$ cat config.mk
export PLATFORM = sky130hd
export DESIGN_NAME = fifo_rd_stream
export DESIGN_NICKNAME = d
export VERILOG_FILES = /design/src/rtl/fifo_rd_stream.sv
export SDC_FILE = /design/constraint.sdc
export NUM_CORES = 1
export LEC_CHECK = 0
export CAP_MARGIN = 40
export CORE_MARGIN = 1
export CORE_UTILIZATION = 40
export DETAILED_ROUTE_END_ITERATION = 7
export PLACE_DENSITY = 0.77
export SETUP_SLACK_MARGIN = 0.15
export SYNTH_ARGS = -nofsm -noshare
export SYNTH_HDL_FRONTEND = slang
export SYNTH_SLANG_ARGS = --single-unit
$ cat constraint.sdc
create_clock -name clk -period 4.6 [get_ports clk]
set_clock_uncertainty 0.1 [all_clocks]
set_input_delay 0.92 -clock clk [delete_from_list [all_inputs] [get_ports clk]]
set_output_delay 0.92 -clock clk [all_outputs]
set_load 0.01 [all_outputs]
$ cat src/rtl/fifo_rd_stream.sv
// ---------------------------------------------------------------------------
// fifo_rd_stream: async_fifo read-side adapter, rd_en credit + 2-entry stream buffer
// Revision: 1.0
// ---------------------------------------------------------------------------
`default_nettype none

module fifo_rd_stream #(
  parameter int DATA_WIDTH = 8,
  parameter int CNT_WIDTH  = 16
) (
  input  logic                  clk,
  input  logic                  rst_n,
  input  logic                  enable,
  input  logic                  fifo_empty,
  input  logic [DATA_WIDTH-1:0] fifo_dout,
  output logic                  fifo_rd_en,
  output logic                  m_valid,
  input  logic                  m_ready,
  output logic [DATA_WIDTH-1:0] m_data,
  output logic [CNT_WIDTH-1:0]  word_cnt,
  output logic                  busy
);

  logic [1:0]            occ_q, occ_d;
  logic                  inflight_q, inflight_d;
  logic [DATA_WIDTH-1:0] head_q, head_d;
  logic [DATA_WIDTH-1:0] tail_q, tail_d;
  logic [CNT_WIDTH-1:0]  cnt_q, cnt_d;

  logic                  deq;
  logic [2:0]            need;
  logic [2:0]            room;
  logic                  credit_ok;

  assign m_valid  = (occ_q != 2'd0);
  assign m_data   = head_q;
  assign word_cnt = cnt_q;
  assign busy     = m_valid | inflight_q;
  assign deq      = m_valid & m_ready;

  // A new pop needs a slot after accounting for the word already in flight
  // and the head that leaves this cycle.
  always_comb begin
    need      = {1'b0, occ_q} + {2'b00, inflight_q} + 3'd1;
    room      = 3'd2 + {2'b00, deq};
    credit_ok = (need <= room);
  end

  assign fifo_rd_en = rst_n & enable & ~fifo_empty & credit_ok;
  assign inflight_d = fifo_rd_en;

  always_comb begin
    head_d = head_q;
    tail_d = tail_q;
    occ_d  = occ_q - {1'b0, deq} + {1'b0, inflight_q};
    cnt_d  = cnt_q + CNT_WIDTH'(deq);

    if (deq && (occ_q == 2'd2)) begin
      head_d = tail_q;
    end

    if (inflight_q) begin
      if ((occ_q == 2'd0) || (deq && (occ_q == 2'd1))) begin
        head_d = fifo_dout;
      end else begin
        // occ=1 holding, or occ=2 shifting: the new word lands behind the head
        tail_d = fifo_dout;
      end
    end
  end

  always_ff @(posedge clk or negedge rst_n) begin
    if (!rst_n) begin
      occ_q      <= 2'd0;
      inflight_q <= 1'b0;
      head_q     <= '0;
      tail_q     <= '0;
      cnt_q      <= '0;
    end else begin
      occ_q      <= occ_d;
      inflight_q <= inflight_d;
      head_q     <= head_d;
      tail_q     <= tail_d;
      cnt_q      <= cnt_d;
    end
  end

endmodule

`default_nettype wire

# Yosys cells after proc, flatten, opt, wreduce, memory -nomap -nowiden
# Index checks and enable logic that the tools add are counted.
# classes
add_sub_neg	6
magnitude_cmp	1
n_eq_ne	2
muxes	3
bitwise	7
n_reduce_logical	6
# op_table
op	n
$mux W8	3
$add A16 B1 Y16	1
$and A1 B1 Y1	4
$add A2 B1 Y3	1
$add A2 B1 Y3 const A	1
$add A3 B1 Y3 const B	1
$le A3 B3 Y1	1
$add A2 B1 Y2	1
$eq A2 B1 Y1 const B	1
$eq A2 B2 Y1 const B	1
$logic_and A1 B1 Y1	2
$logic_not A2 Y1	1
$not A1 Y1	2
$reduce_and A2 Y1	1
$reduce_bool A2 Y1	1
$sub A2 B1 Y2	1
$logic_or A1 B1 Y1	1
$or A1 B1 Y1	1
# word_totals
register_bits	35
word_cells	30

# Longest topological paths before layout
# Gate-level depths: netlist (run 1).
# depth
word_depth	6
mapped_depth	8

# Worst setup path after synthesis (run 1)
# OpenSTA, ideal clock, no wires.
# synth_timing
path_kind	input -> output
start	input port m_ready
end	output port fifo_rd_en
t_arrival_ns	1.799
t_required_ns	3.580
slack_ns	1.781
path_stages	4
path_buffers	0
path_cell_list	and2_1 > ha_1 > nor3b_1 > nor4_1
# synth_via
elab_chain_len	4
# synth_lines
item	line	rtl
start: declaration	18	input logic m_ready,
$and A1 B1 Y1	39	assign deq = m_valid & m_ready;
$add A2 B1 Y3	45	room = 3'd2 + {2'b00, deq};
$le A3 B3 Y1	46	credit_ok = (need <= room);
$and A1 B1 Y1	49	assign fifo_rd_en = rst_n & enable & ~fifo_empty & credit_ok;
end: declaration	16	output logic fifo_rd_en,
# Every way passes these cells.

# Worst setup path in the final report (run 1)
# Same ends and word-level chain as after synthesis.

==> results.py, run 1 <==
metrics = {
    "layout": {
        "finalNonFillerCells": 228,
        "diodes": 0,
        "seq_area_um2": 875.8,
        "nNetsFinal": 198,
        "areaGrowthSynthToFinish_pct": 33.54,
        "fin_util_pct": 56.68,
        "drive_gt1_share_pct": 12.22,
        "multiInputGateArea_um2": 685.7,
        "fillers": 335,
    },
    "grt": {
        "grt_max_degree": 36,
        "antenna_found_initial": 0,
        "grt_usage_pct": 16.29,
        "grt_pass1_vias": 1157,
        "grt_overflow": 0,
        "grt_pass1_wl_um": 5119,
    },
    "run": {
        "drv_cap": 0,
    },
    "timing": {
        "rsz0062_at_grt": "false",
        "max_freq_mhz": 258.8,
        "slew_violations": 0,
        "tightest_slew_ns": 0.8047,
        "setup_tns_ns": 0,
        "min_period_over_period_pct": 84.01,
        "relSlewSlack_pct": 46.06,
        "hold_viol_final": 0,
        "setup_viol": 0,
        "min_period_ns": 3.864,
    },
    "min_path": {
        "min-delay-start": "word_cnt[15]",
        "hold_path_class": "flip-flop to flip-flop",
        "hold-path-cell-count": 1,
        "holdPathEnd": "word_cnt[15]",
    },
    "pwr": {
        "max-vdd-ir-drop_uv": 329.9,
        "p_per_area_nw_per_um2": 530.8,
        "total_power_mw": 1.126,
        "leakage_nw": 0.9787,
    },
    "synthesis": {
        "synth_area_leaders": "dfrtp_1, mux2_2, mux2i_1, xnor2_1, ha_1",
        "syn_area_um2": 1589,
        "ys_seq_area_share_pct": 55.12,
        "yosysMostFrequentCell": "dfrtp_1",
        "synth_top_area_share_pct": 55.12,
        "synth-seq-cells": 35,
        "synthCells": 134,
        "synth_edf_count": 0,
        "synth_ff_type": "dfrtp_1",
        "yosys_warnings": 0,
        "syn-num-nets": 153,
        "synthArstFlopShare_pct": 100.0,
        "synth_area_leader_cell": "dfrtp_1",
        "ys_types": 29,
        "avgSynthCellArea_um2": 11.86,
        "yosys-top-cells-count": "dfrtp_1, nand2_1, xnor2_1",
    },
    "place": {
        "port_buffers": 39,
        "numPlacedInstances": 220,
        "gp_congestion": 0.7394,
        "dp_hpwl_um": 2362,
    },
    "critical_path": {
        "slowest_delay_ns": 0.61,
        "path_cells": "clkdlybuf4s50_1, and2_1, ha_1, nor3b_1, nor4_1, clkdlybuf4s50_1",
        "required_ns": 3.58,
        "rr_endpoint": "word_cnt[10]",
        "cp-start-kind": "input pin",
        "worstSetupPathType": "input pin to output pin",
        "crit_slowest_cell": "clkdlybuf4s50_1",
        "cp.arrival_ns": 2.84,
        "critPathTopFamily": "buffers and inverters",
        "reg2reg_from": "occ_q[1]",
        "crit_buf_inv": 2,
        "crit_fanout": 5,
        "crit_start": "m_ready",
        "reg2reg_slack_ns": 2.57,
        "critPathCaptureType": "output pin",
        "critPathMostFrequentCell": "clkdlybuf4s50_1",
        "ff2ff_path_depth": 7,
    },
    "detailed_routing": {
        "vias_per_cell": 5.009,
        "vias": 1142,
        "ant_nets": 0,
        "drc": 0,
        "wl_per_cell_um": 13.75,
        "drt_iter0_drc": 26,
        "finalWirelength_um": 3136,
        "dr.pass1.iters": 4,
    },
    "clocking": {
        "cts_tree": "done",
        "clock_latency_ns": 0.28,
        "clock_path_buffers": 2,
        "cts_root_buf": "clkbuf_8",
        "h-tree-depth": 2,
        "ctsHoldBuffers": 0,
        "cts.sinks": 35,
        "cts.clk_slew.worst_paths_ns": 0.07,
        "postCtsSetupBuffers": 0,
        "numCtsBuffers": 5,
        "post_cts_resized": 0,
    },
    "die": {
        "core_um2": 3744,
        "io_pins": 40,
        "start_util_pct": 42.45,
        "die-area_um2": 4229,
        "row_count": 22,
        "fp.dieW_um": 65.03,
        "die_h_um": 65.03,
    },
    "outcome": {
        "run_status": "completed",
    },
}
## cell type report
class                           count  area share, %
Multi-Input combinational cell     92          32.31
Inverter                            5         0.8844
Sequential cell                    35          41.27
Tap cell                           48          2.830
Timing Repair Buffer               40          18.75
Clock inverter                      3         0.7075
Clock buffer                        5          3.243
## registers in the layout, summed over array words and instances, names as in the netlist
| name | cells |
|---|---|
| word_cnt | 16 |
| m_data | 8 |
| tail_q | 8 |
| occ_q | 2 |
| inflight_q | 1 |
## cell usage in the layout, fill, tap and decap left out, types with 2 or more instances in the layout
| master | netlist | final |
|---|---|---|
| mux2_2 | 8 | 8 |
| xor2_1 | 7 | 7 |
| ha_1 | 6 | 6 |
| or3_1 | 3 | 3 |
| mux2i_1 | 8 | 8 |
| nor3_1 | 2 | 2 |
| xnor2_1 | 9 | 9 |
| nand2_1 | 16 | 16 |
| clkbuf_8 | 0 | 5 |
| nand3_1 | 6 | 6 |
| nor2_1 | 4 | 4 |
| clkinv_2 | 0 | 3 |
| dfrtp_1 | 35 | 35 |
| clkdlybuf4s50_1 | 0 | 39 |
| inv_1 | 5 | 5 |
| and4_1 | 2 | 2 |
| o21ai_0 | 8 | 8 |
## worst max-delay path by stage
stage	cells after the start	slack, ns	end
finish	6	0.74	fifo_rd_en
global route	6	0.56	fifo_rd_en
CTS	6	0.72	fifo_rd_en
detailed placement	6	0.72	fifo_rd_en
global placement	6	0.82	fifo_rd_en
floorplan	4	1.78	fifo_rd_en
## layer usage
metal | routed length (µm) | global-route usage [%] | share of wire [%]
met1 | 1260 | 18.38 | 40
met2 | 1696 | 28.78 | 54
met3 | 125 | 3.873 | 4.0
met4 | 53 | 7.609 | 1.7
met5 | 0 | 0 | 0
## report_power, final
| part | total (mW) | switching, mW | internal [mW] |
|---|---|---|---|
| clock | 0.209 | 0.106 | 0.103 |
| combinational | 0.423 | 0.183 | 0.240 |
| sequential | 0.494 | 0.0833 | 0.411 |
## logic make-up after synthesis
group           after synthesis  synth area share [%]
simple gates                 43                 14.73
flops                        35                 55.12
xor+xnor                     16                 8.819
mux                          16                 10.71
compound gates               11                 4.173
buf+inv                       7                 1.732
fa+ha+maj                     6                 4.724
## per-stage QoR
step | instance area [µm²] | hold WS [ns] | setup slack, ns
4_1_cts | 2122 | 0.3772 | 0.7165
6_report | 2122 | 0.3750 | 0.7358
5_1_grt | 2122 | 0.4178 | 0.5628
3_3_place_gp | 2038 | 0.3631 | 0.8182
2_1_floorplan | 1589 | 0.3787 | 1.781
3_5_place_dp | 2038 | 0.3679 | 0.7211
Power figures use the tool's default switching activity.
==> run 2, diff against run 1 <==
- PLACE_DENSITY: 0.77 -> 0.8
- clock period: 4.6 -> 3.2 ns (I/O delays scaled with it)
==> run 2 against run 1 <==
Compared with the run above:
- via count hardly changed
- critical path depth stayed put
- critical path type is now flip-flop to output pin
- clock-buffer cell count grew 3
- final cell count is 1.3% higher
- total power increased by 50%
- worst hold slack better by 0.016 ns
- sequential cell count stayed put
==> results.py, run 2 (synthesis gave the netlist of run 1 again) <==
metrics = {
    "layout": {
        "drive_gt1_share_pct": 13.66,
        "areaGrowthSynthToFinish_pct": 36.30,
        "fin_util_pct": 57.85,
        "nNetsFinal": 201,
        "layout_commonest_cell": "clkdlybuf4s50_1",
        "diodes": 0,
        "final_cell_mix": "clkdlybuf4s50_1, dfrtp_1, nand2_1",
        "largest_register_ffs": 16,
    },
    "detailed_routing": {
        "dr.pass1.iters": 4,
        "ant_nets": 0,
        "wl_per_cell_um": 13.79,
        "vias": 1141,
        "drt_iter0_drc": 43,
        "drc": 0,
        "finalWirelength_um": 3186,
        "vias_per_cell": 4.939,
    },
    "clocking": {
        "numCtsBuffers": 5,
        "clock_path_buffers": 2,
        "cts.clk_slew.worst_paths_ns": 0.07,
        "h-tree-depth": 2,
        "cts_tree": "done",
        "cts_root_buf": "clkbuf_8",
        "cts.sinks": 35,
        "clock_latency_ns": 0.29,
    },
    "critical_path": {
        "cp-start-kind": "flip-flop",
        "crit_fanout": 6,
        "worstSetupPathType": "flip-flop to output pin",
        "critPathTopFamily": "simple AND/OR/NAND/NOR gates",
        "ff2ff_path_depth": 8,
        "crit_slowest_cell": "dfrtp_1",
        "path_cells": "or2_2, and2_1, ha_1, nor3b_1, nor4_2, dlygate4sd2_1",
        "crit_buf_inv": 1,
        "critPathCaptureType": "output pin",
        "slowest_delay_ns": 0.44,
        "cp.arrival_ns": 2.13,
        "path_depth": 6,
        "required_ns": 2.46,
    },
    "grt": {
        "antenna_found_initial": 0,
        "grt_max_degree": 36,
        "grt_usage_pct": 17.76,
        "grt_pass1_wl_um": 5492,
        "grt_pass1_vias": 1199,
        "grt_overflow": 0,
    },
    "die": {
        "core_um2": 3744,
        "io_pins": 40,
        "row_count": 22,
        "die-area_um2": 4229,
        "die_h_um": 65.03,
        "fp.dieW_um": 65.03,
        "start_util_pct": 42.45,
    },
    "timing": {
        "min_period_ns": 2.874,
        "setup_tns_ns": 0,
        "timing.hold.ws_ns": 0.3911,
        "setup_viol": 0,
        "min_period_over_period_pct": 89.82,
        "slew_violations": 0,
        "hold_viol_final": 0,
        "relSlewSlack_pct": 47.26,
        "rsz0062_at_grt": "false",
        "max_freq_mhz": 347.9,
        "tightest_slew_ns": 0.7868,
    },
    "outcome": {
        "run_status": "completed",
    },
    "min_path": {
        "hold-path-cell-count": 1,
        "hold_path_class": "flip-flop to flip-flop",
    },
    "pwr": {
        "max-vdd-ir-drop_uv": 467.5,
        "leakage_nw": 1.002,
        "p_per_area_nw_per_um2": 779.5,
    },
    "place": {
        "port_buffers": 39,
        "gp_congestion": 0.8630,
        "dp_hpwl_um": 2365,
    },
    "run": {
        "drv_cap": 0,
    },
}
run 2: timing repair:
item,4_1_cts,5_1_grt
gates resized for setup,2,0
hold buffers,0,0
endpoints found under the setup margin,1,0
buffers inserted,0,0
run 2: final cells by class:
cell class                 instances  area (µm²)
timing repair buffer              43       419.2
fill                             332        1578
tap                               48       60.06
clock buffer                       8       100.1
sequential                        35       875.8
inverter                           5       18.77
multi-input combinational         92       691.9
run 2: per-stage QoR:
step           power, mW  instances  instance area, µm²  setup slack, ns
3_5_place_dp       1.347        223                2061          0.02328
2_1_floorplan      1.031        134                1589           0.7064
4_1_cts            1.709        231                2166           0.3343
6_report           1.688        231                2166           0.3257
3_3_place_gp       1.304        223                2061           0.1094
5_1_grt            1.819        231                2166           0.1899
run 2: final timing paths:
| check | start | endpoint | slack, ns |
|---|---|---|---|
| min in group asynchronous | rst_n | word_cnt[4] | 0.77 |
| max reg2reg | occ_q[1] | word_cnt[10] | 1.25 |
| max | occ_q[0] | fifo_rd_en | 0.33 |
| min | word_cnt[15] | word_cnt[15] | 0.39 |
| max in group asynchronous | rst_n | m_data[5] | 1.92 |
| min reg2reg | word_cnt[15] | word_cnt[15] | 0.39 |
run 2: where the power goes:
part,switching (mW),internal (mW)
clock,0.154,0.196
combinational,0.278,0.357
sequential,0.113,0.591
run 2: per-layer routing:
layer  vias up  wire length (µm)  global-route usage (%)
met5         -                 0                       0
met4         0                47                   5.978
met3         7               196                   5.986
met2        36              1624                   30.86
met1       547              1318                   20.29
li1        551                 -                       -
run 2: worst reg2reg max path, delay by kind of cell (launching register included):
family | cells | cell delay, ns
and+or+nand+nor | 3 | 0.70
AOI/OAI and AO/OA | 1 | 0.13
buffers and inverters | 2 | 0.25
xor gates and xnor gates | 1 | 0.14
adders and majority gates | 1 | 0.19
DFF | 1 | 0.35
==> run 3, diff against run 2 <==
- CTS_BUF_LIST: default -> sky130_fd_sc_hd__clkbuf_8 sky130_fd_sc_hd__clkbuf_16
- CTS_CLUSTER_SIZE: default -> 14
- HOLD_SLACK_MARGIN: default -> 0.12
==> run 3 against run 2 <==
Compared with the run above:
- clock-buffer cell count decreased by 1
- combinational power about the same
- worst setup slack unchanged
- total power decreased by 0.19%
- via count unchanged
- non-clock buffer count unchanged
- sequential power about the same
- critical endpoint unchanged
- largest power group unchanged
==> results.py, run 3 (synthesis gave the netlist of run 1 again) <==
metrics = {
    "clocking": {
        "clock_latency_ns": 0.29,
        "numCtsBuffers": 5,
        "cts_tree": "done",
        "cts.sinks": 35,
        "h-tree-depth": 2,
        "clock_path_buffers": 2,
        "cts_root_buf": "clkbuf_8",
        "cts.clk_slew.worst_paths_ns": 0.07,
        "postCtsSetupBuffers": 0,
    },
    "detailed_routing": {
        "dr.pass1.iters": 4,
        "wl_per_cell_um": 13.79,
        "drt_iter0_drc": 43,
        "vias": 1141,
        "drc": 0,
        "vias_per_cell": 4.939,
        "ant_nets": 0,
        "finalWirelength_um": 3186,
    },
    "min_path": {
        "hold-path-cell-count": 1,
        "min-delay-start": "word_cnt[15]",
        "hold_path_class": "flip-flop to flip-flop",
        "holdPathEnd": "word_cnt[15]",
    },
    "place": {
        "gp_congestion": 0.8630,
        "pre_cts_slack_ns": 0.02328,
        "port_buffers": 39,
        "dp_hpwl_um": 2365,
    },
    "die": {
        "start_util_pct": 42.45,
        "io_pins": 40,
        "fp.dieW_um": 65.03,
        "die_h_um": 65.03,
        "row_count": 22,
        "core_um2": 3744,
        "die-area_um2": 4229,
    },
    "critical_path": {
        "rr_endpoint": "word_cnt[10]",
        "cp-start-kind": "flip-flop",
        "crit_fanout": 6,
        "worstSetupPathType": "flip-flop to output pin",
        "reg2reg_from": "occ_q[1]",
        "critPathCaptureType": "output pin",
        "crit_slowest_cell": "dfrtp_1",
        "required_ns": 2.46,
        "path_cells": "or2_2, and2_1, ha_1, nor3b_1, nor4_2, dlygate4sd2_1",
        "slowest_delay_ns": 0.44,
        "reg2reg_slack_ns": 1.25,
        "ff2ff_path_depth": 8,
        "cp.arrival_ns": 2.13,
    },
    "grt": {
        "grt_pass1_vias": 1199,
        "grt_pass1_wl_um": 5492,
        "grt_overflow": 0,
        "antenna_found_initial": 0,
        "grt_usage_pct": 17.76,
        "grt_max_degree": 36,
    },
    "timing": {
        "max_freq_mhz": 347.9,
        "relSlewSlack_pct": 47.26,
        "layout_setup_ws_ns": 0.3257,
        "rsz0062_at_grt": "false",
        "min_period_ns": 2.874,
        "setup_viol": 0,
        "hold_viol_final": 0,
        "min_period_over_period_pct": 89.82,
        "setup_tns_ns": 0,
        "tightest_slew_ns": 0.7868,
        "slew_violations": 0,
    },
    "layout": {
        "drive_gt1_share_pct": 13.66,
        "fillers": 332,
        "final_cell_mix": "clkdlybuf4s50_1, dfrtp_1, nand2_1",
        "diodes": 0,
        "largest_register_ffs": 16,
        "fin_util_pct": 57.85,
        "areaGrowthSynthToFinish_pct": 36.30,
        "nNetsFinal": 201,
        "layout_commonest_cell": "clkdlybuf4s50_1",
    },
    "pwr": {
        "max-vdd-ir-drop_uv": 467.5,
        "total_power_mw": 1.685,
        "p_per_area_nw_per_um2": 778.0,
        "leakage_nw": 1.006,
    },
    "outcome": {
        "run_status": "completed",
    },
    "run": {
        "drv_cap": 0,
    },
}
run 3: per-layer routing:
| metal | routed length [µm] | vias up | global-route usage [%] |
|---|---|---|---|
| met4 | 47 | 0 | 5.978 |
| met5 | 0 | - | 0 |
| li1 | - | 551 | - |
| met2 | 1624 | 36 | 30.86 |
| met1 | 1318 | 547 | 20.29 |
| met3 | 196 | 7 | 5.986 |
run 3: what timing repair did:
| item | in CTS | in global routing |
|---|---|---|
| hold buffers | 0 | 0 |
| endpoints found under the setup margin | 1 | 0 |
| resized for setup | 2 | 0 |
run 3: worst max path at each step:
stage / depth (start not counted) / startpoint / slack [ns] / end
floorplan: 6 / occ_q[1] / 0.71 / fifo_rd_en
global placement: 6 / m_ready / 0.11 / fifo_rd_en
detailed placement: 6 / m_ready / 0.02 / fifo_rd_en
CTS: 6 / occ_q[0] / 0.33 / fifo_rd_en
global route: 6 / occ_q[0] / 0.19 / fifo_rd_en
finish: 6 / occ_q[0] / 0.33 / fifo_rd_en
run 3: critical path: cells and delay by family, from the launching register on:
kind	cells	cell delay, ns
fa+ha+maj	1	0.29
buf+inv	1	0.29
flops	1	0.44
simple gates	4	0.84
run 3: final cells by class:
cell class / count / area, µm² / share of cell area, %
well taps: 48 / 60.06 / 2.773
repair buffers: 43 / 419.2 / 19.35
clock buffers: 7 / 96.34 / 4.448
multi-input cells: 92 / 691.9 / 31.95
flip-flops and latches: 35 / 875.8 / 40.44
inverters: 5 / 18.77 / 0.8666
clock inverters: 1 / 3.754 / 0.1733
run 3: power by group:
group          switching, mW  leakage (nW)  internal [mW]
logic                  0.278         0.501          0.357
registers              0.113         0.450          0.591
clock network          0.154        0.0557          0.193
run 3: stage by stage:
step | std cells | hold slack [ns] | cell area [µm²]
2_1_floorplan | 134 | 0.2444 | 1589
3_3_place_gp | 223 | 0.3616 | 2061
3_5_place_dp | 223 | 0.3838 | 2061
4_1_cts | 231 | 0.3974 | 2166
5_1_grt | 231 | 0.4077 | 2166
6_report | 231 | 0.3911 | 2166
